### src/rtl/ct_add_arb_pkg.sv
// Ciphertext types shared by the adder datapath, plus the arbiter's requester
// index type and default counter width.
package ct_add_arb_pkg;

  localparam int N_SLOTS_L = 8;
  localparam int W_BITS    = 13;
  localparam logic [W_BITS-1:0] Q_MOD = 13'd7710;

  typedef logic [N_SLOTS_L-1:0][W_BITS-1:0] vec_t;

  typedef struct packed {
    vec_t A;
    vec_t B;
  } CT_t;

  typedef logic req_idx_t;

  localparam int N_REQ         = 2;
  localparam int CNT_W_DEFAULT = 16;

  // One extra bit keeps the carry so a single conditional subtract reduces the sum.
  function automatic logic [W_BITS-1:0] modAdd(input logic [W_BITS-1:0] a,
                                               input logic [W_BITS-1:0] b);
    logic [W_BITS:0] s;
    s = {1'b0, a} + {1'b0, b};
    if (s >= {1'b0, Q_MOD}) begin
      s = s - {1'b0, Q_MOD};
    end
    return s[W_BITS-1:0];
  endfunction

endpackage

### src/rtl/ct_ct_add.sv
// Combinational ciphertext adder: every slot of both components is summed
// modulo Q_MOD. Operands are required to already be below Q_MOD.
module ct_ct_add
  import ct_add_arb_pkg::*;
(
  input  CT_t i_a,
  input  CT_t i_b,
  output CT_t o_sum
);

  always_comb begin
    o_sum = '0;
    for (int s = 0; s < N_SLOTS_L; s++) begin
      o_sum.A[s] = modAdd(i_a.A[s], i_b.A[s]);
      o_sum.B[s] = modAdd(i_a.B[s], i_b.B[s]);
    end
  end

endmodule

### src/rtl/ct_add_arb.sv
// Two-requester front end for one shared ciphertext adder: arbitrates, adds,
// and holds the result in a one-entry output register with per-requester counters.
module ct_add_arb
  import ct_add_arb_pkg::*;
#(
  parameter int RR_EN = 1,
  parameter int CNT_W = CNT_W_DEFAULT
) (
  input  logic                      clk,
  input  logic                      rst_n,
  input  logic [1:0]                req_valid,
  output logic [1:0]                req_ready,
  input  CT_t  [1:0]                req_ct1,
  input  CT_t  [1:0]                req_ct2,
  output logic                      out_valid,
  input  logic                      out_ready,
  output CT_t                       out_ct,
  output req_idx_t                  out_id,
  output logic [1:0][CNT_W-1:0]     done_cnt
);

  typedef enum logic {
    EMPTY = 1'b0,
    FULL  = 1'b1
  } state_t;

  state_t                r_state;
  CT_t                   r_outCt;
  req_idx_t              r_outId;
  req_idx_t              r_lastGrant;
  logic [1:0][CNT_W-1:0] r_doneCnt;

  logic [1:0] w_grant;
  req_idx_t   w_sel;
  logic       w_slotFree;
  logic       w_xfer;
  logic       w_drain;
  CT_t        w_op1;
  CT_t        w_op2;
  CT_t        w_sum;

  // Grant looks only at req_valid and the pointer, so out_ready cannot ripple into it.
  always_comb begin
    w_grant = 2'b00;
    case (req_valid)
      2'b01:   w_grant = 2'b01;
      2'b10:   w_grant = 2'b10;
      2'b11: begin
        if ((RR_EN != 0) && (r_lastGrant == 1'b0)) begin
          w_grant = 2'b10;
        end else begin
          w_grant = 2'b01;
        end
      end
      default: w_grant = 2'b00;
    endcase
  end

  assign w_sel      = w_grant[1];
  assign w_slotFree = (r_state == EMPTY) || out_ready;
  assign req_ready  = w_grant & {2{w_slotFree & rst_n}};
  assign w_xfer     = |(req_valid & req_ready);
  assign w_drain    = (r_state == FULL) && out_ready;

  assign w_op1 = req_ct1[w_sel];
  assign w_op2 = req_ct2[w_sel];

  ct_ct_add u_add (
    .i_a   (w_op1),
    .i_b   (w_op2),
    .o_sum (w_sum)
  );

  // Output register, pointer and counters; a reload on drain keeps FULL with no bubble.
  always_ff @(posedge clk or negedge rst_n) begin
    if (!rst_n) begin
      r_state     <= EMPTY;
      r_outCt     <= '0;
      r_outId     <= 1'b0;
      r_lastGrant <= 1'b1;
      r_doneCnt   <= '0;
    end else begin
      if (w_drain && (r_doneCnt[r_outId] != {CNT_W{1'b1}})) begin
        r_doneCnt[r_outId] <= r_doneCnt[r_outId] + CNT_W'(1);
      end
      if (w_xfer) begin
        r_outCt     <= w_sum;
        r_outId     <= w_sel;
        r_lastGrant <= w_sel;
      end
      case (r_state)
        EMPTY:   if (w_xfer) r_state <= FULL;
        FULL:    if (out_ready && !w_xfer) r_state <= EMPTY;
        default: r_state <= EMPTY;
      endcase
    end
  end

  assign out_valid = (r_state == FULL);
  assign out_ct    = r_outCt;
  assign out_id    = r_outId;
  assign done_cnt  = r_doneCnt;

endmodule

### config.mk
export PLATFORM = sky130hd
export DESIGN_NAME = ct_add_arb
export DESIGN_NICKNAME = d
export VERILOG_FILES = /design/src/rtl/ct_add_arb_pkg.sv /design/src/rtl/ct_ct_add.sv /design/src/rtl/ct_add_arb.sv
export SDC_FILE = /design/constraint.sdc
export NUM_CORES = 1
export LEC_CHECK = 0
export ABC_AREA = 0
export CORE_AREA = 2 2 415 417
export DETAILED_ROUTE_END_ITERATION = 8
export DIE_AREA = 0 0 417 419
export PLACE_DENSITY = 0.45
export SETUP_SLACK_MARGIN = 0.1
export SYNTH_ARGS = -nofsm -noshare
export SYNTH_HDL_FRONTEND = slang
export SYNTH_SLANG_ARGS = --single-unit
### constraint.sdc
create_clock -name clk -period 14.8 [get_ports clk]
set_input_delay 2.96 -clock clk [delete_from_list [all_inputs] [get_ports clk]]
set_output_delay 2.96 -clock clk [all_outputs]
set_load 0.02 [all_outputs]
* Word-level counts from Yosys, hierarchy flattened
Index checks and enable logic that the tools add are counted.
Storage, ports and cells: register bits after elaboration 243, bits of input ports 837, output and inout port bits 244, word-level logic and storage cells 118
Cells by class: reduce and logical (&&, ||, !) cells 7, bitwise gates (word level) 4, muxes and demuxes 30, eq/ne operators 4, order comparisons 19, add/sub/neg operators 33
Operator list (count):
- $mux W208 | 4
- $add A13 B13 Y14 | 16
- $ge A14 B13 Y1 const B | 16
- $mux W13 | 16
- $sub A13 B13 Y13 const B | 16
- $mux W16 | 3
- $bwmux W32 | 1
- $add A16 B1 Y16 const B | 1
- $demux W16 S1 | 1
- $ne A16 B16 Y1 const B | 1
- $pmux W2 S3 | 1
- $and A2 B2 Y2 | 2
- $eq A2 B2 Y1 const B | 2
- $logic_and A1 B1 Y1 | 4
- $lt A1 B2 Y1 const B | 2
- $eq A2 B1 Y1 const B | 1
- $mux W1 | 2
- $mux W2 | 1
- $pmux W1 S2 | 1
- $reduce_or A2 Y1 | 1
- $and A1 B1 Y1 | 1
- $ge A1 B1 Y1 const B | 1
- $logic_not A1 Y1 | 1
- $logic_or A1 B1 Y1 | 1
- $not A1 Y1 | 1

* Depth between registers and ports, before layout
Gate-level depths: netlist of the first run.
depth after elaboration 10, gate-level depth with buffers 18, mapped depth without buffers 14

* Modules after synthesis
Synthesis of the first run repeated with hierarchy kept, for this count alone.
Unflattened totals: cells, all modules 2964, area, all modules 28393.5 µm²
Modules (own cells, without submodules):
- ct_add_arb | sequential area each 6082.1 µm², cells an instance 1064, instances 1, area an instance 14530.2 µm²
- ct_ct_add | sequential area each 0.0 µm², cells an instance 1900, instances 1, area an instance 13863.3 µm²

* Worst setup path after synthesis of the first run
Ideal clock, no wire load.
path type in2reg, start input req_valid[1], end register r_outCt, in the netlist out_ct[150], cell stages on the path 17, arrival time 7.348 ns, data required time 14.718 ns, setup slack 7.370 ns, library setup time 0.082 ns, path buffers 3, cell sequence inv_1 > a21oi_1 > clkbuf_1 > clkbuf_1 > clkbuf_1 > mux2_2 > ha_1 > fa_1 > a211oi_2 > nor3b_2 > o311ai_2 > o21ai_1 > xnor2_1 > a2111oi_4 > nor2_4 > or4_1 > a31oi_1
Between the ends: word-level cells in the longest chain between the ends 7, elaborated cells between the ends (all ways) 15, those cells by class add/sub (2); order compare (1); eq/ne (3); mux (6); bitwise (2); reduce/logical (1)
RTL lines:
- start, declared | RTL line ct_add_arb.sv:11 | input logic [1:0] req_valid,
- $eq A2 B2 Y1 or $eq A2 B1 Y1 (tied branches) | RTL line ct_add_arb.sv:45 | case (req_valid)
- $pmux W2 S3 | RTL line ct_add_arb.sv:45
- $mux W208 (on tied branches) (2 in series) | RTL line ct_add_arb.sv:65, ct_add_arb.sv:66
- $add A13 B13 Y14 | RTL line ct_add_arb_pkg.sv:25 | s = {1'b0, a} + {1'b0, b};
- $sub A13 B13 Y13 or $ge A14 B13 Y1 (tied branches) | RTL line ct_add_arb_pkg.sv:27, ct_add_arb_pkg.sv:26
- $mux W13 | RTL line ct_add_arb_pkg.sv:26 | if (s >= {1'b0, Q_MOD}) begin
- end signal, assigned | RTL line ct_add_arb.sv:87 | r_outCt <= w_sum;
- end, declared | RTL line ct_add_arb.sv:28 | CT_t r_outCt;
Parallel ways exist; a longest one is shown, timed or not. The select of a mux whose other input is x is not followed. A chain may end at the register's enable or synchronous reset.

* Worst setup path after layout of the first run
start input req_valid[1], end output req_ready[1]
Between the ends: word-level cells in the longest chain between the ends 3, elaborated cells between the ends (all ways) 5, those cells by class eq/ne (3); mux (1); bitwise (1)
RTL lines:
- $eq A2 B2 Y1 or $eq A2 B1 Y1 (tied branches) | RTL line ct_add_arb.sv:45
- $pmux W2 S3 * | RTL line ct_add_arb.sv:45
- $and A2 B2 Y2 * | RTL line ct_add_arb.sv:61 | assign req_ready = w_grant & {2{w_slotFree & rst_n}};
- end, declared | RTL line ct_add_arb.sv:12 | output logic [1:0] req_ready,
Every way passes the cells marked *; elsewhere a longest branch is shown, timed or not.

==> results of run 1 <==
kinds of logic (layout without fill, tap and decap cells):
group,Yosys count,in the layout,share of synthesized area
AO/OA/AOI/OAI,958,958,0.2226
flip-flops,243,243,0.2083
adder cells (fa/ha/maj),241,241,0.1074
AND/OR/NAND/NOR,1072,1072,0.1775
XOR/XNOR,274,274,0.08218
buffers and inverters,222,1220,0.02935
multiplexers,451,451,0.1727
other,0,10,0
cell type report:
type / count / area (µm²) / share of cell area
multi-input cells: 2996 / 22300 / 0.5100
repair buffers: 1096 / 11000 / 0.2515
flip-flops and latches: 243 / 6082 / 0.1391
well taps: 2233 / 2794 / 0.06390
clock buffers: 54 / 1101 / 0.02518
clock inverters: 14 / 216.5 / 0.004950
inverters: 56 / 210.2 / 0.004807
diodes: 10 / 25.02 / 0.0005723
layout by cell type (no fill, tap or decap), types with 36 or more instances in the layout:
cell type and n:
ha_1 225, inv_1 56, nor2b_1 36, dfrtp_1 242, o21a_1 53, clkdlybuf4s50_1 1079
nand3_1 103, o21ai_0 190, nand2_1 341, a21o_1 71, xor2_1 120, clkbuf_16 38
nor2_1 269, xnor2_1 154, nor3_1 60, a211oi_1 48, mux2_2 423, a31oi_1 57
a21oi_1 211
registers in the layout, indices dropped and copies added, names as in the netlist:
register and flops:
done_cnt 32, out_ct 208, out_id 1, out_valid 1
r_lastGrant 1
metrics by stage:
stage,util,power (µW)
floorplan,-,3623
global placement,0.2484,5372
detailed placement,0.2484,5376
CTS,0.2562,6414
global route,0.2562,6771
finish,0.2563,6300
worst max-delay path by stage:
| stage | startpoint | end | slack, ps | cells after the start |
|---|---|---|---|---|
| floorplan | req_valid[1] | out_ct[150] | 7370 | 17 |
| global placement | req_valid[1] | out_ct[150] | 5880 | 17 |
| detailed placement | req_valid[1] | out_ct[150] | 5810 | 17 |
| CTS | req_valid[1] | req_ready[1] | 6120 | 6 |
| global route | req_valid[1] | out_ct[85] | 5960 | 16 |
| finish | req_valid[1] | req_ready[1] | 6230 | 6 |
report_power, final:
part           internal, µW  total (µW)  switching [µW]  leakage [µW]
registers               951        1160             209       0.00292
clock network           605         978             373      0.000648
logic                  1790        4160            2370        0.0134
total                  3340        6300            2960        0.0169
worst max-delay path, stage by stage:
cell and delay [ps]:
clkdlybuf4s50_1 460, inv_1 70, a21oi_4 580, buf_12 470, and3_1 400, clkdlybuf4s50_1 650
metal layers:
metal | GRT usage | vias to the layer above | part of all wire
li1 | - | 14810 | -
met1 | 0.1945 | 14590 | 0.40
met5 | 0 | - | 0.0014
met4 | 0.04980 | 34 | 0.034
met2 | 0.3006 | 849 | 0.51
met3 | 0.03298 | 184 | 0.055
==> summary.md, run 1 <==
| Metric | Value |
|---|---|
| Hold endpoint | out_ct[65] |
| Worst-path maximum fanout | between 100 and 150 |
| Top cell type by total area after synthesis | dfrtp_1 |
| Share of cells above drive strength 1 | 0.1287 |
| List of most frequent post-synthesis cells | 423 x mux2_2, 341 x nand2_1, 270 x nor2_1 |
| Postcts setup bufs | 0 |
| Post-CTS Hold Buffers | 0 |
| All-Layer GR Usage | 0.1655 |
| Synth cell types | roughly 110 |
| Hold_ws | between 400 and 500 ps |
| Hold Vio Cnt, Final | 0 |
| Gr ovfl total | 0 |
| I/O Pins | about 1100 |
| Yosys top cell area share | 0.2074 |
| CTS resizes | 0 |
| Worst Path Required | 11840 ps |
| Max Buffers Root-to-Sink | 3 |
| Synth async-reset ratio | 1.000 |
| Worst Min Path Start | out_ct[65] |
| Reg2reg start | r_lastGrant |
| Post-route minimum period | about 8600 ps |
| Clock sinks | about 240 |
| Vias in the first global route | between 20000 and 30000 |
| Core area | approximately 170000 µm² |
| # placed instances | 6624 |
| Clk_lat worst skew | between 500 and 600 ps |
| Netlist Area Pre-Place | approximately 30000 µm² |
| Max-cap viol count | 0 |
| Die area | around 170000 µm² |
| RSZ-0062 raised after global routing | false |
| Port Buffers | 1080 |
| Kind of end point of the critical path | primary output |
| Initial DRC Count | 1679 |
| Most common cell in the synthesized netlist | mux2_2 |
| Num CTS Buffers | 38 |
| Syn nets | between 4000 and 5000 |
| Worst slew pin tran | 1060 ps |
| Area grow syn2layout | 49.74% |
| Final setup margin | just over 6000 ps |
| TritonRoute pass-1 iters | 7 |
| DPL Wire Length | ~130000 µm |
| Post-synthesis sequential area ratio | 0.2083 |
| Pin count of the biggest net entering global routing | between 100 and 150 |
| FF-to-FF path depth | 15 |
| Final #Nets | 5509 |
| Synth Register Bits | 243 |
| Leak Pwr | between 0.015 and 0.02 µW |
| Run status | complete, no violations |
| Power per cell area | ~140 nW/µm² |
| Peak supply drop | ~73 µV |
| H-tree depth | 2 |
| Filler instances | about 18000 |
| Finish-stage setup viols | 0 |
| Flop-to-flop setup slack | around 8900 ps |
| Die height | between 400 and 500 µm |
| Starting density of the core | 0.1712 |
| Post-DP Area | ~42000 µm² |
| Routed Wire Length | around 150000 µm |
| Layout Skew | around 24 ps |
| Highest Clock Rate | approximately 120 MHz |
| CTS clk-pin slew, worst paths | around 50 ps |
| ANT nets after route | 0 |
| Synth warn | 0 |
| DRC | 0 |
| Pre-CTS setup slack | 5811 ps |
| First-pass GRT wire length | 212300 µm |
| Worst Hold Class | reg -> reg |
| Cell Count, Final, Fillers Out | 6702 |
| Initial antenna violation count | 44 |
| Row count | 152 |
| Post-synth EDFFs | 0 |
| Dominant cells by area after synthesis | dfrtp_1 21%, mux2_2 16%, ha_1 9.6%, xnor2_1 4.6%, nand2_1 4.4% |
| RR Endpoint | out_ct[115] |
| RD Place Congestion | roughly 0.9 |
| Avg Synthesized Cell Area | 8.437 µm² |
| Final Instance Area | between 40000 and 50000 µm² |
| Die Span X | around 420 µm |
| CTS tree | done |
| Fin. max-slew vios | 0 |
| Worst path arrival time | ~5600 ps |
| Hold Path Depth | 2 |
| DR WL/cell | between 20 and 25 µm |
| DR vias/cell | between 4 and 5 |
| Most used DFF post-synth | dfrtp_1 |
| Setup TNS | 0 ps |
| Synthesized instance count | 3461 |
| Rel. slew slack | 0.2855 |
| Critical path type | in -> out |
| CP Launch Type | primary input |
| Final worst path period share | 0.5792 |
| CTS root buf | clkbuf_16 |
| Routed vias | 30470 |
No activity file was read; power rests on OpenSTA's default activity.
==> inputs of run 2 (changes only) <==
- CORE_AREA: 2 2 415 417 -> 2 2 427 429
- DIE_AREA: 0 0 417 419 -> 0 0 429 431
- clock period: 14.8 -> 7.2 ns (I/O delays scaled with it)
==> summary.md, run 2 (synthesis gave the netlist of run 1 again) <==
| Metric | Value |
|---|---|
| CTS resizes | 0 |
| Initial antenna violation count | 46 |
| TritonRoute pass-1 iters | 5 |
| Flop-to-flop setup slack | around 2100 ps |
| ANT nets after route | 0 |
| Starting density of the core | 0.1621 |
| Num CTS Buffers | 38 |
| Kind of end point of the critical path | flip-flop |
| CTS root buf | clkbuf_16 |
| Rel. slew slack | 0.2670 |
| Post-DP Area | roughly 43000 µm² |
| # placed instances | 6793 |
| Largest register FFs | about 210 |
| Routed vias | around 31000 |
| RD Place Congestion | a little over 0.9 |
| Final worst path period share | 0.8438 |
| Layout Skew | approximately 25 ps |
| Met1 GRT Util | 0.1963 |
| DRC | 0 |
| Met3 usage | 0.02480 |
| Core area | between 150000 and 200000 µm² |
| Critical path type | in -> reg |
| H-tree depth | 2 |
| Power per cell area | around 300 nW/µm² |
| Hold Path Depth | 2 |
| RR Endpoint | out_ct[125] |
| Row count | ~160 |
| Clock sinks | approximately 240 |
| Leak Pwr | about 0.017 µW |
| CTS clk-pin slew, worst paths | ~60 ps |
| DR vias/cell | 4.458 |
| Share of cells above drive strength 1 | 0.1345 |
| All-Layer GR Usage | 0.1628 |
| Worst Min Path Start | out_ct[156] |
| Reg2reg start | r_lastGrant |
| Busiest grt layer | met2 |
| Port Buffers | around 1100 |
| Final Instance Area | between 40000 and 50000 µm² |
| Die height | ~430 µm |
| DPL Wire Length | 134900 µm |
| DR WL/cell | ~23 µm |
| Worst path arrival time | 6500 ps |
| Run status | complete, no violations |
| Peak supply drop | between 100 and 150 µV |
| Initial DRC Count | between 1500 and 2000 |
| Most frequent cells in the layout | 1079 x clkdlybuf4s50_1, 423 x mux2_2, 341 x nand2_1, 269 x nor2_1, 242 x dfrtp_1 |
| Vias in the first global route | between 30000 and 40000 |
| Routed Wire Length | 157500 µm |
| Worst Path Required | ~7600 ps |
| Cell Count, Final, Fillers Out | ~7000 |
| Area grow syn2layout | 51.27% |
| Hold Vio Cnt, Final | 0 |
| Max-cap viol count | 0 |
| Max Buffers Root-to-Sink | 3 |
| Filler instances | between 15000 and 20000 |
| Postcts setup bufs | 0 |
| Pin count of the biggest net entering global routing | around 120 |
| FF-to-FF path depth | 15 |
| Die Span X | around 430 µm |
| Met2 GRT Util | 0.3002 |
| CTS tree | done |
| CP Launch Type | primary input |
| Post-CTS Hold Buffers | 0 |
| Fin. max-slew vios | 0 |
| Setup TNS | 0 ps |
| Finish-stage setup viols | 0 |
| Worst slew pin tran | ~1100 ps |
| Worst-path maximum fanout | 32 |
| Worst Hold Class | reg -> reg |
| Die area | about 180000 µm² |
| Highest Clock Rate | roughly 160 MHz |
| Hold endpoint | out_ct[156] |
| Clk_lat worst skew | slightly below 600 ps |
| RSZ-0062 raised after global routing | false |
| Commonest non-fill, non-tap cell in the layout | clkdlybuf4s50_1 |
| Gr ovfl total | 0 |
| Final #Nets | ~5500 |
| First-pass GRT wire length | 221600 µm |
| I/O Pins | 1081 |
| Post-route minimum period | approximately 6100 ps |
-- run 2: cell count changes in the layout (fill, tap and decap cells not counted), sizes merged --
cell	change
clkinv	-2
bufinv	+1
buf	+32
inv	-1
clkinvlp	+2
diode	-2
-- run 2: final cells by class --
class                           count  area (µm²)  area share
Multi-Input combinational cell   2996       22310      0.5050
Timing Repair Buffer             1128       11280      0.2553
Sequential cell                   243        6082      0.1377
Tap cell                         2370        2965     0.06713
Clock buffer                       54        1082     0.02450
Clock inverter                     14       231.5    0.005240
Inverter                           56       210.2    0.004759
Antenna cell                        8       20.02   0.0004532
-- run 2: layer usage --
metal,vias up,routed length (µm)
met1,14800,65460
li1,14860,-
met2,777,81260
met3,156,6488
met5,-,161
met4,22,4113
-- run 2: report_power, final --
group | total, µW | leakage, µW | switching (µW) | internal [µW]
logic | 8670 | 0.0135 | 4940 | 3730
registers | 2390 | 0.00292 | 432 | 1960
clock network | 2040 | 0.000634 | 776 | 1260
-- run 2: worst max-delay path by stage --
stage / cells past startpoint / slack (ps) / endpoint / start
after floorplan: 17 / 1290 / out_ct[150] / req_valid[1]
after global placement: 17 / 560 / out_ct[125] / req_valid[1]
after detailed placement: 17 / 600 / out_ct[177] / req_valid[1]
after CTS: 17 / 1230 / out_ct[125] / req_valid[1]
after global routing: 17 / 810 / out_ct[125] / req_valid[1]
final: 17 / 1120 / out_ct[125] / req_valid[1]
-- run 2: metrics by stage --
step           utilization  hold slack (ps)  worst slack (ps)  power, µW
3_3_place_gp        0.2378            451.4             555.8      11130
6_report            0.2452            460.4              1125      13090
2_1_floorplan            -            500.8              1290       7448
5_1_grt             0.2451            490.4             810.8      14090
3_5_place_dp        0.2378            454.9             601.3      11150
4_1_cts             0.2451            467.7              1230      13340
-- run 2: worst max-delay path: stages --
cell and delay (ps):
clkdlybuf4s50_1 460, inv_1 70, a21oi_4 270, buf_12 260, buf_4 250, mux2_2 350, ha_1 260, fa_1 440
a211oi_1 310, o21bai_1 140, o22a_1 250, xor2_1 250, o41ai_1 190, o41ai_2 990, nor2b_1 260, xnor2_1 140
a21oi_1 90
==> inputs of run 3 (changes only) <==
- clock period: 7.2 -> 5.4 ns (I/O delays scaled with it)
==> summary.md, run 3 (synthesis gave the netlist of run 1 again) <==
| Metric | Value |
|---|---|
| Final #Nets | approximately 6200 |
| Highest Clock Rate | 192.5 MHz |
| Postcts setup bufs | 0 |
| Worst path arrival time | roughly 5600 ps |
| RSZ-0062 raised after global routing | true |
| Flop-to-flop setup slack | just over 800 ps |
| Final Instance Area | 49140 µm² |
| Worst Path Buf+Inv | 4 |
| Core area | between 150000 and 200000 µm² |
| CTS root buf | clkbuf_16 |
| Clock sinks | 243 |
| Filler instances | 19370 |
| Area grow syn2layout | 68.28% |
| Peak supply drop | about 220 µV |
| RR Endpoint | out_ct[76] |
| DR WL/cell | around 21 µm |
| Port Buffers | ~1100 |
| First-pass GRT wire length | roughly 230000 µm |
| RD Place Congestion | ~0.90 |
| Share of cells above drive strength 1 | 0.2462 |
| Register Area | between 6000 and 7000 µm² |
| DPL Wire Length | between 100000 and 150000 µm |
| Most frequent cells in the layout | 1079 x clkdlybuf4s50_1, 674 x buf_4, 423 x mux2_2, 341 x nand2_1, 268 x nor2_1 |
| Die area | around 180000 µm² |
| Post-DP Area | 47770 µm² |
| Layout Skew | about 46 ps |
| Initial DRC Count | around 1600 |
| Initial antenna violation count | 38 |
| H-tree depth | 2 |
| Worst-path maximum fanout | 34 |
| Critical path type | in -> reg |
| Power per cell area | slightly below 400 nW/µm² |
| Gr ovfl total | 0 |
| Rel. slew slack | 0.4534 |
| DR vias/cell | 4.358 |
| Pin count of the biggest net entering global routing | 74 |
| Final worst path period share | 0.9621 |
| Run status | complete, no violations |
| FF-to-FF path depth | 15 |
| Slowest CP cell | clkdlybuf4s50_1 |
| Critical-path cell list | clkdlybuf4s50_1, inv_1, a21oi_4, buf_12, buf_12, mux2_2, ha_1, fa_1, a21o_1, a22o_4, o31ai_4, mux2i_1, a2111o_1, a211oi_4, a21oi_2, o41ai_1, o21ai_0 |
| Row count | around 160 |
| Crit-path most repeated cell | buf_12 |
| Hold Vio Cnt, Final | 0 |
| Reg2reg start | r_lastGrant |
| Starting density of the core | 0.1621 |
| Fin. max-slew vios | 0 |
| Worst Hold Class | in -> async |
| Finish-stage setup viols | 0 |
| DRC | 0 |
| CP delay by family, top | compound AO/OA/AOI/OAI gates |
| Worst Path Required | between 5000 and 6000 ps |
| Vias in the first global route | approximately 33000 |
| Largest stage delay, worst path | ~460 ps |
| Num CTS Buffers | 37 |
| Post-Route Utilization | 0.2728 |
| Clk_lat worst skew | approximately 600 ps |
| Largest register FFs | about 210 |
| Routed vias | roughly 33000 |
| All-Layer GR Usage | 0.1654 |
| Die Span X | approximately 430 µm |
| CTS clk-pin slew, worst paths | ~60 ps |
| Die height | between 400 and 500 µm |
| Routed Wire Length | between 150000 and 200000 µm |
| Leak Pwr | between 0.02 and 0.025 µW |
| I/O Pins | around 1100 |
| Kind of end point of the critical path | flip-flop |
| ANT nets after route | 0 |
| WP depth | 17 |
| Max-cap viol count | 0 |
| TritonRoute pass-1 iters | 7 |
| CP Launch Type | primary input |
| Multi-input gate area | between 20000 and 25000 µm² |
| Max Buffers Root-to-Sink | 3 |
| Post-route minimum period | around 5200 ps |
| Commonest non-fill, non-tap cell in the layout | clkdlybuf4s50_1 |
| CTS tree | done |
| Setup TNS | 0 ps |
| Worst slew pin tran | between 800 and 900 ps |
[run 3: final cells by class]
class	count	share of cell area
Multi-Input combinational cell	2996	0.4554
Timing Repair Buffer	1772	0.3300
Sequential cell	243	0.1238
Tap cell	2370	0.06034
Clock buffer	52	0.02202
Inverter	56	0.004278
Clock inverter	16	0.003845
Antenna cell	7	0.0003565
[run 3: how the worst max path moves through the flow]
stage / start / to / slack [ps]
floorplan: req_valid[1] / out_ct[150] / 50
CTS: req_valid[1] / out_ct[30] / 160
detailed placement: req_valid[1] / out_ct[56] / -450
global route: req_valid[1] / out_ct[81] / 70
finish: req_valid[1] / out_ct[76] / 200
global placement: req_valid[1] / out_ct[56] / -440
[run 3: what timing repair did]
item / 4_1_cts / 5_1_grt
gates resized for setup: 0 / 18
hold buffers: 0 / 0
setup endpoints to repair: 0 / 33
[run 3: metrics by stage]
step	std cells	total power (µW)	hold slack [ps]	setup WS [ps]
CTS	7505	19700	352.0	158.6
global route	7509	20820	385.7	69.80
finish	7512	19360	391.6	204.4
floorplan	3461	9932	500.8	50.31
detailed placement	7437	16920	455.3	-449.3
global placement	7437	16900	452.9	-439.7
[run 3: power by group]
group | internal, µW | leakage, µW | switching [µW]
logic | 6550 | 0.0167 | 7030
clock network | 1550 | 0.000634 | 1040
registers | 2610 | 0.00292 | 577
[run 3: worst register-to-register path, delay by kind of cell, from the launching register on]
kind	cells	cell delay, ps
DFF	1	380
AOI/OAI and AO/OA	9	2340
adders and majority gates	2	630
muxes	2	480
buffers and inverters	2	590
[run 3: layer usage]
layer	track usage	share of wire
met1	0.2005	0.42
met2	0.3050	0.51
met3	0.02660	0.043
met4	0.03406	0.020
met5	0	0.0014
